### src/rtl/pipe_flow_ctrl.sv
// pipe_flow_ctrl: elastic in-order pipeline with bubble collapse, redirect flush, valid/ready ends.
// Optional perf counters enabled by defining PIPE_PERF_EN.
module pipe_flow_ctrl #(
  parameter int STAGES      = 5,
  parameter int WIDTH       = 32,
  parameter int FLUSH_STAGE = 3
) (
  input  logic                            clk,
  input  logic                            reset,
  input  logic                            in_valid,
  output logic                            in_ready,
  input  logic [WIDTH-1:0]                in_data,
  input  logic [STAGES-1:0]               hold_req,
  input  logic                            flush,
  output logic                            out_valid,
  input  logic                            out_ready,
  output logic [WIDTH-1:0]                out_data,
  output logic [STAGES-1:0]               stage_valid,
  output logic [STAGES*WIDTH-1:0]         stage_data,
  output logic [$clog2(STAGES+1)-1:0]     occupancy,
  output logic [31:0]                     perf_bubbles,
  output logic [31:0]                     perf_flushes
);
  localparam int OW = $clog2(STAGES+1);
  logic [STAGES-1:0] valid, adv, fill, nxt_valid;
  logic [STAGES:0] acc;
  logic [STAGES-1:0][WIDTH-1:0] data, src;
  logic [OW-1:0] cnt;
  assign src = {data[STAGES-2:0], in_data};
  // acc[i] walks from the output end so a held older slot still lets younger ones close gaps
  always_comb begin
    acc = '0;
    adv = '0;
    acc[STAGES] = out_ready;
    for (int i = STAGES-1; i >= 0; i--) begin
      adv[i] = valid[i] & ~hold_req[i] & acc[i+1];
      acc[i] = ~valid[i] | adv[i];
    end
    fill = {adv[STAGES-2:0], in_valid & acc[0] & ~flush};
    nxt_valid = fill | (valid & ~adv);
    if (flush) begin
      nxt_valid[FLUSH_STAGE-1:0] = '0;
      nxt_valid[FLUSH_STAGE] = adv[FLUSH_STAGE-1] ? 1'b0 : nxt_valid[FLUSH_STAGE];
    end
    cnt = '0;
    for (int i = 0; i < STAGES; i++) cnt = cnt + OW'(nxt_valid[i]);
  end
  always_ff @(posedge clk) begin
    if (reset) begin
      valid     <= '0;
      data      <= '0;
      occupancy <= '0;
    end else begin
      valid     <= nxt_valid;
      occupancy <= cnt;
      for (int i = 0; i < STAGES; i++) if (fill[i]) data[i] <= src[i];
    end
  end
  assign in_ready    = acc[0] & ~flush;
  assign out_valid   = valid[STAGES-1] & ~hold_req[STAGES-1];
  assign out_data    = data[STAGES-1];
  assign stage_valid = valid;
  assign stage_data  = data;
`ifdef PIPE_PERF_EN
  always_ff @(posedge clk) begin
    if (reset) begin
      perf_bubbles <= '0;
      perf_flushes <= '0;
    end else begin
      if (!out_valid && !(&perf_bubbles)) perf_bubbles <= perf_bubbles + 32'd1;
      if (flush && !(&perf_flushes)) perf_flushes <= perf_flushes + 32'd1;
    end
  end
`else
  assign perf_bubbles = '0;
  assign perf_flushes = '0;
`endif
endmodule

### config.mk
export PLATFORM = sky130hd
export DESIGN_NAME = pipe_flow_ctrl
export DESIGN_NICKNAME = d
export VERILOG_FILES = /design/src/rtl/pipe_flow_ctrl.sv
export SDC_FILE = /design/constraint.sdc
export NUM_CORES = 1
export LEC_CHECK = 0
export CORE_MARGIN = 3
export CORE_UTILIZATION = 40
export CTS_CLUSTER_SIZE = 12
export DETAILED_ROUTE_END_ITERATION = 8
export HOLD_SLACK_MARGIN = 0.03
export PLACE_DENSITY = 0.76
export SKIP_LAST_GASP = 1
export SLEW_MARGIN = 10
export SYNTH_ARGS = -nofsm -noshare
export SYNTH_HDL_FRONTEND = slang
export SYNTH_SLANG_ARGS = --single-unit
### constraint.sdc
create_clock -name clk -period 9.85 [get_ports clk]
set_input_delay 1.97 -clock clk [delete_from_list [all_inputs] [get_ports clk]]
set_output_delay 1.97 -clock clk [all_outputs]
set_load 0.01 [all_outputs]
==> impl_metrics.toml, run 1 <==
[status]
status = "completed"

[cts]
cts_sinks = 168
cts.clk_slew.worst_paths_ns = 0.06
cts_root_buf = "clkbuf_16"
cts-hold-fix-buffers = 0
ctsResizeCount = 0
clk_latency_ns = 0.42
post_cts_buffers = 0
cts_max_level = 4
cts_made_buffers = 17
cts_tree = "built"
cts_buffer_depth = 2

[drt]
ant_nets = 0
vias = 5351
wl_per_cell_um = 16.21
dr.pass1.iters = 4
totalWireLength_um = 19000
dr.first_iter.drc_count = 272
route.detailed.drc = 0
vias_per_cell = 4.566

[critical_path]
crit_slowest_cell = "clkdlybuf4s50_1"
worstSetupStartpointType = "primary input"
rrSetupSlack_ns = 6.65
cp.buffers_inverters = 3
crit_chain = "clkdlybuf4s50_1 -> nand2b_2 -> a311oi_4 -> buf_4 -> o22ai_1 -> nor2_1 -> clkdlybuf4s50_1"
critPathKind = "in2out"
startpoint = "hold_req[4]"
cp.depth = 7
worst_setup_path_end_kind = "output pin"
reg2reg_from = "stage_valid[2]$_SDFF_PP0_"
cp_top_family = "buffers and inverters"
cp_max_fo = 37
cpMostUsedCell = "clkdlybuf4s50_1"
worstPathArrival_ns = 4.25
worst_ep_required_time_ns = 7.88
slowest_delay_ns = 0.56
r2r_cells = 11

[floorplanning]
start_util_pct = 41.57
die_h_um = 141.0
die_area_mm2 = 0.01988
io_pins = 308
rows = 48
die-width_um = 141.0
core_area_mm2 = 0.01754

[power]
clkPwrFrac_pct = 45.7
ir_drop_mv = 0.1161
switchingPower_mw = 0.3196
p_int_mw = 1.130
finalPower_mw = 1.450
p_seq_share_pct = 47.7
swShare_pct = 22.04
pwr-share-comb_pct = 6.6
leakage_nw = 3.718
power_density_mw_per_mm2 = 146.1

[global_routing]
grt_pass1_vias = 4958
grt_max_degree = 113
grt_pass1_wl_um = 28570
overflow = 0
antenna_found_initial = 0
grt_usage_pct = 18.45

[run]
maxCapViolCount = 0

[placement]
hpwl_um = 13810
dp_cells = 1140
portBuffers = 243
dpl_cell_area_mm2 = 0.009333
routabilityCongestion = 0.8010

[min_path]
min_path_type = "reg2reg"
min_from = "stage_data[65]$_SDFFE_PP0P_"
whs_path_depth = 2

[layout]
final_common_cell = "clkdlybuf4s50_1"
nets = 979
final_cell_mix = "clkdlybuf4s50_1 (242), dfxtp_1 (168), nand2b_1 (130)"
layout-drive-gt1-share_pct = 4.752
final_area_mm2 = 0.009925
fillers = 1622
syn2layout_area_growth_pct = 36.15
final_cells = 1172
antenna-diode-count = 0

[sta]
fin_crit_sh_pct = 63.14
finalHoldViolCount = 0
rsz0062_at_grt = "false"
min_period_ns = 6.220
max_freq_mhz = 160.8
tns_ns = 0
setup_viol = 0
max_slew_margin_pct = 29.67
drv_slew = 0
clock-skew-final_ns = 0.02074
worst_pin_slew_ns = 1.055

[logic_synthesis]
yosys_warnings = 0
syn-cell-area_mm2 = 0.007289
synth_seq_cells = 168
ys_types = 32
yosysTopAreaCell = "dfxtp_1"
synthTopCellsByArea = "dfxtp_1 (46%), mux2i_1 (18%), nand2b_1 (11%), buf_4 (10%), nand2_1 (3.5%)"
synth_top_area_share_pct = 46.14
ys_seq_area_share_pct = 46.14
avgSynthCellArea_um2 = 9.811
postSynthCellCount = 743
## flip-flops by register name (all words and copies together), names as in the netlist
register and flops:
occupancy 3, out_data 32, stage_data 128, stage_valid 5
## power groups by stage
stage / clock [mW] / sequential (mW) / combinational (mW)
2_1_floorplan: 0 / 0.711 / 0.0713
3_3_place_gp: 0 / 0.707 / 0.0950
3_5_place_dp: 0 / 0.707 / 0.0953
4_1_cts: 0.681 / 0.692 / 0.0958
5_1_grt: 0.711 / 0.692 / 0.103
6_report: 0.663 / 0.692 / 0.0953
## metal layers
layer / GRT usage [%] / routed length, um
met5: 0 / 0
met4: 7.853 / 491
met1: 24.09 / 8381
met2: 28.93 / 8881
met3: 4.885 / 1248
## synthesized netlist by cell type
library cell  instances
o21ba_2               1
buf_2                 7
a21oi_1              36
inv_1                 5
nand2_1              67
nor2b_1               8
mux2i_1             128
a21boi_0              2
o22ai_1               2
nor3_1                1
nand2b_1            130
buf_4                97
and2_1                1
dfxtp_1             168
a21boi_2              1
nor2_1               36
a311o_1               1
buf_8                 6
o21ai_2               1
o32ai_1               1
nand2b_2              1
or2_2                 1
o21a_1                2
a311oi_4              1
o21ai_0               2
ha_1                  1
fa_1                  2
o21ai_1               1
o21ba_1               1
nand3_1               1
clkbuf_1             30
conb_1                1
## path summary, 6_finish.rpt
kind / end
max: in_ready
min: stage_data[97]$_SDFFE_PP0P_
max reg2reg: occupancy[1]$_SDFF_PP0_
min reg2reg: stage_data[97]$_SDFFE_PP0P_
## worst reg2reg max path: stages (launching register included)
cell	delay, ns
dfxtp_1	0.47
nand2b_1	0.18
a311o_1	0.35
buf_4	0.26
a21boi_0	0.30
o32ai_1	0.17
fa_1	0.55
inv_1	0.05
fa_1	0.35
inv_1	0.06
ha_1	0.21
nor2b_1	0.12
## kinds of logic (layout without fill, tap and decap cells)
kind of cell,count (synthesis),count (layout),share of synthesized area (%)
other,1,64,0.05144
adder cells (fa/ha/maj),3,3,0.7209
flip-flops,168,168,46.14
AND/OR/NAND/NOR,246,246,17.58
buffers and inverters,145,286,13.51
multiplexers,128,128,17.58
AO/OA/AOI/OAI,52,52,4.428
## area by class of cell
type / instances / area [um^2] / area share, %
sequential: 168 / 3363 / 33.89
multi-input combinational: 493 / 3194 / 32.19
timing repair buffer: 249 / 2475 / 24.94
clock buffer: 22 / 474.2 / 4.778
tap: 225 / 281.5 / 2.837
clock inverter: 10 / 117.6 / 1.185
inverter: 5 / 18.77 / 0.1891
## stage by stage
| step | hold WS (ns) | utilization (%) | setup WS, ns |
|---|---|---|---|
| 6_report | 0.4721 | 56.59 | 3.630 |
| 5_1_grt | 0.4948 | 56.59 | 3.467 |
| 4_1_cts | 0.4758 | 56.59 | 3.590 |
| 3_5_place_dp | 0.4670 | 53.22 | 3.599 |
| 3_3_place_gp | 0.4580 | 53.22 | 3.643 |
| 2_1_floorplan | 0.4885 | - | 4.885 |
(Power assumes the default switching activity.)
==> run 2: changes to the inputs <==
clock period = 6 ns   (was 9.85 ns; I/O delays follow)
==> run 2 against run 1 <==
Net effect:
- cell count about the same
- core utilization increased by 0.46 points
- largest power group is now clock
- clock power rose by 86%
==> impl_metrics.toml, run 2 (synthesized netlist as in run 1, its figures left out) <==
[sta]
fin_crit_sh_pct = 71.46
worst_pin_slew_ns = 1.036
rsz0062_at_grt = "false"
max_freq_mhz = 233.2
clock-skew-final_ns = 0.007398
tns_ns = 0
setup_viol = 0
finalHoldViolCount = 0
drv_slew = 0
min_period_ns = 4.287
max_slew_margin_pct = 30.97

[floorplanning]
io_pins = 308
rows = 48
die_area_mm2 = 0.01988
start_util_pct = 41.57
core_area_mm2 = 0.01754
die-width_um = 141.0
die_h_um = 141.0

[cts]
clk_latency_ns = 0.42
cts_made_buffers = 17
cts-hold-fix-buffers = 0
ctsResizeCount = 0
cts_buffer_depth = 2
cts.clk_slew.worst_paths_ns = 0.07
cts_sinks = 168
cts_tree = "built"
post_cts_buffers = 0
cts_root_buf = "clkbuf_16"
cts_max_level = 4

[layout]
final_common_cell = "clkdlybuf4s50_1"
largest_register_ffs = 128
nets = 980
syn2layout_area_growth_pct = 37.25
final_cell_mix = "clkdlybuf4s50_1 (242), dfxtp_1 (168), nand2b_1 (130)"
antenna-diode-count = 0
layout-drive-gt1-share_pct = 5.063
final_area_mm2 = 0.01000
utilization_pct = 57.05

[global_routing]
grt_usage_pct = 18.41
grt_pass1_wl_um = 28590
grt_max_degree = 80
antenna_found_initial = 0
overflow = 0
grt_pass1_vias = 4978

[drt]
route.detailed.drc = 0
dr.first_iter.drc_count = 239
dr.pass1.iters = 4
ant_nets = 0
vias = 5352
vias_per_cell = 4.563
totalWireLength_um = 18880
wl_per_cell_um = 16.10

[critical_path]
slowest_delay_ns = 0.56
worst_setup_path_end_kind = "output pin"
crit_chain = "clkdlybuf4s50_1 -> nand2b_2 -> a311oi_4 -> o22ai_1 -> nor2_1 -> clkdlybuf4s50_1"
worstSetupStartpointType = "primary input"
cp.buffers_inverters = 2
cpMostUsedCell = "clkdlybuf4s50_1"
worstPathArrival_ns = 3.09
cp_top_family = "buffers and inverters"
worst_ep_required_time_ns = 4.80
cp_max_fo = 5
critPathKind = "in2out"
crit_slowest_cell = "clkdlybuf4s50_1"

[placement]
hpwl_um = 13850
portBuffers = 243
routabilityCongestion = 0.8240
dpl_cell_area_mm2 = 0.009340

[status]
status = "completed"

[power]
power_density_mw_per_mm2 = 252.0
leakage_nw = 3.753
finalPower_mw = 2.522
ir_drop_mv = 0.1844

[min_path]
min_path_type = "reg2reg"

[run]
maxCapViolCount = 0
run 2: where the power goes:
part | internal (mW) | leakage (nW) | total, mW | switching (mW)
clock | 0.752 | 0.322 | 1.23 | 0.477
combinational | 0.0787 | 2.07 | 0.157 | 0.0788
sequential | 1.13 | 1.36 | 1.14 | 0.00740
run 2: worst register-to-register path: stages (launching register included):
cell,delay (ns)
dfxtp_1,0.47
nand2b_1,0.18
a311o_1,0.34
buf_4,0.25
a21boi_0,0.29
o32ai_1,0.16
fa_1,0.54
inv_1,0.05
fa_1,0.35
inv_1,0.06
ha_1,0.21
nor2b_1,0.12
run 2: per-layer routing:
metal  vias to the layer above  part of all wire, %  track usage [%]  wire length, um
met5                         -                    0                0                0
met2                       189                   47            29.11             8888
met1                      2493                   44            23.92             8336
met4                         0                  2.1            5.711              396
li1                       2649                    -                -                -
met3                        21                  6.7            6.106             1259
run 2: layout make-up:
type	instances	area [um^2]
Fill cell	1541	7532
Sequential cell	168	3363
Multi-Input combinational cell	493	3194
Timing Repair Buffer	250	2482
Clock buffer	17	425.4
Tap cell	225	281.5
Clock inverter	15	239.0
Inverter	5	18.77
run 2: path summary, 6_finish.rpt:
kind | start | end | slack [ns] | cells past startpoint
worst max-delay path | hold_req[4] | in_ready | 1.71 | 6
worst max register to register | stage_valid[2]$_SDFF_PP0_ | occupancy[1]$_SDFF_PP0_ | 2.84 | 11
worst min-delay path | stage_data[79]$_SDFFE_PP0P_ | stage_data[111]$_SDFFE_PP0P_ | 0.47 | 2
worst min register to register | stage_data[79]$_SDFFE_PP0P_ | stage_data[111]$_SDFFE_PP0P_ | 0.47 | 2
run 2: stage by stage:
| step | setup slack (ns) | hold WS [ns] | cells |
|---|---|---|---|
| 2_1_floorplan | 2.319 | 0.4885 | 806 |
| 4_1_cts | 1.702 | 0.4734 | 1173 |
| 6_report | 1.713 | 0.4705 | 1173 |
| 3_3_place_gp | 1.624 | 0.4583 | 1141 |
| 3_5_place_dp | 1.585 | 0.4631 | 1141 |
| 5_1_grt | 1.591 | 0.4921 | 1173 |
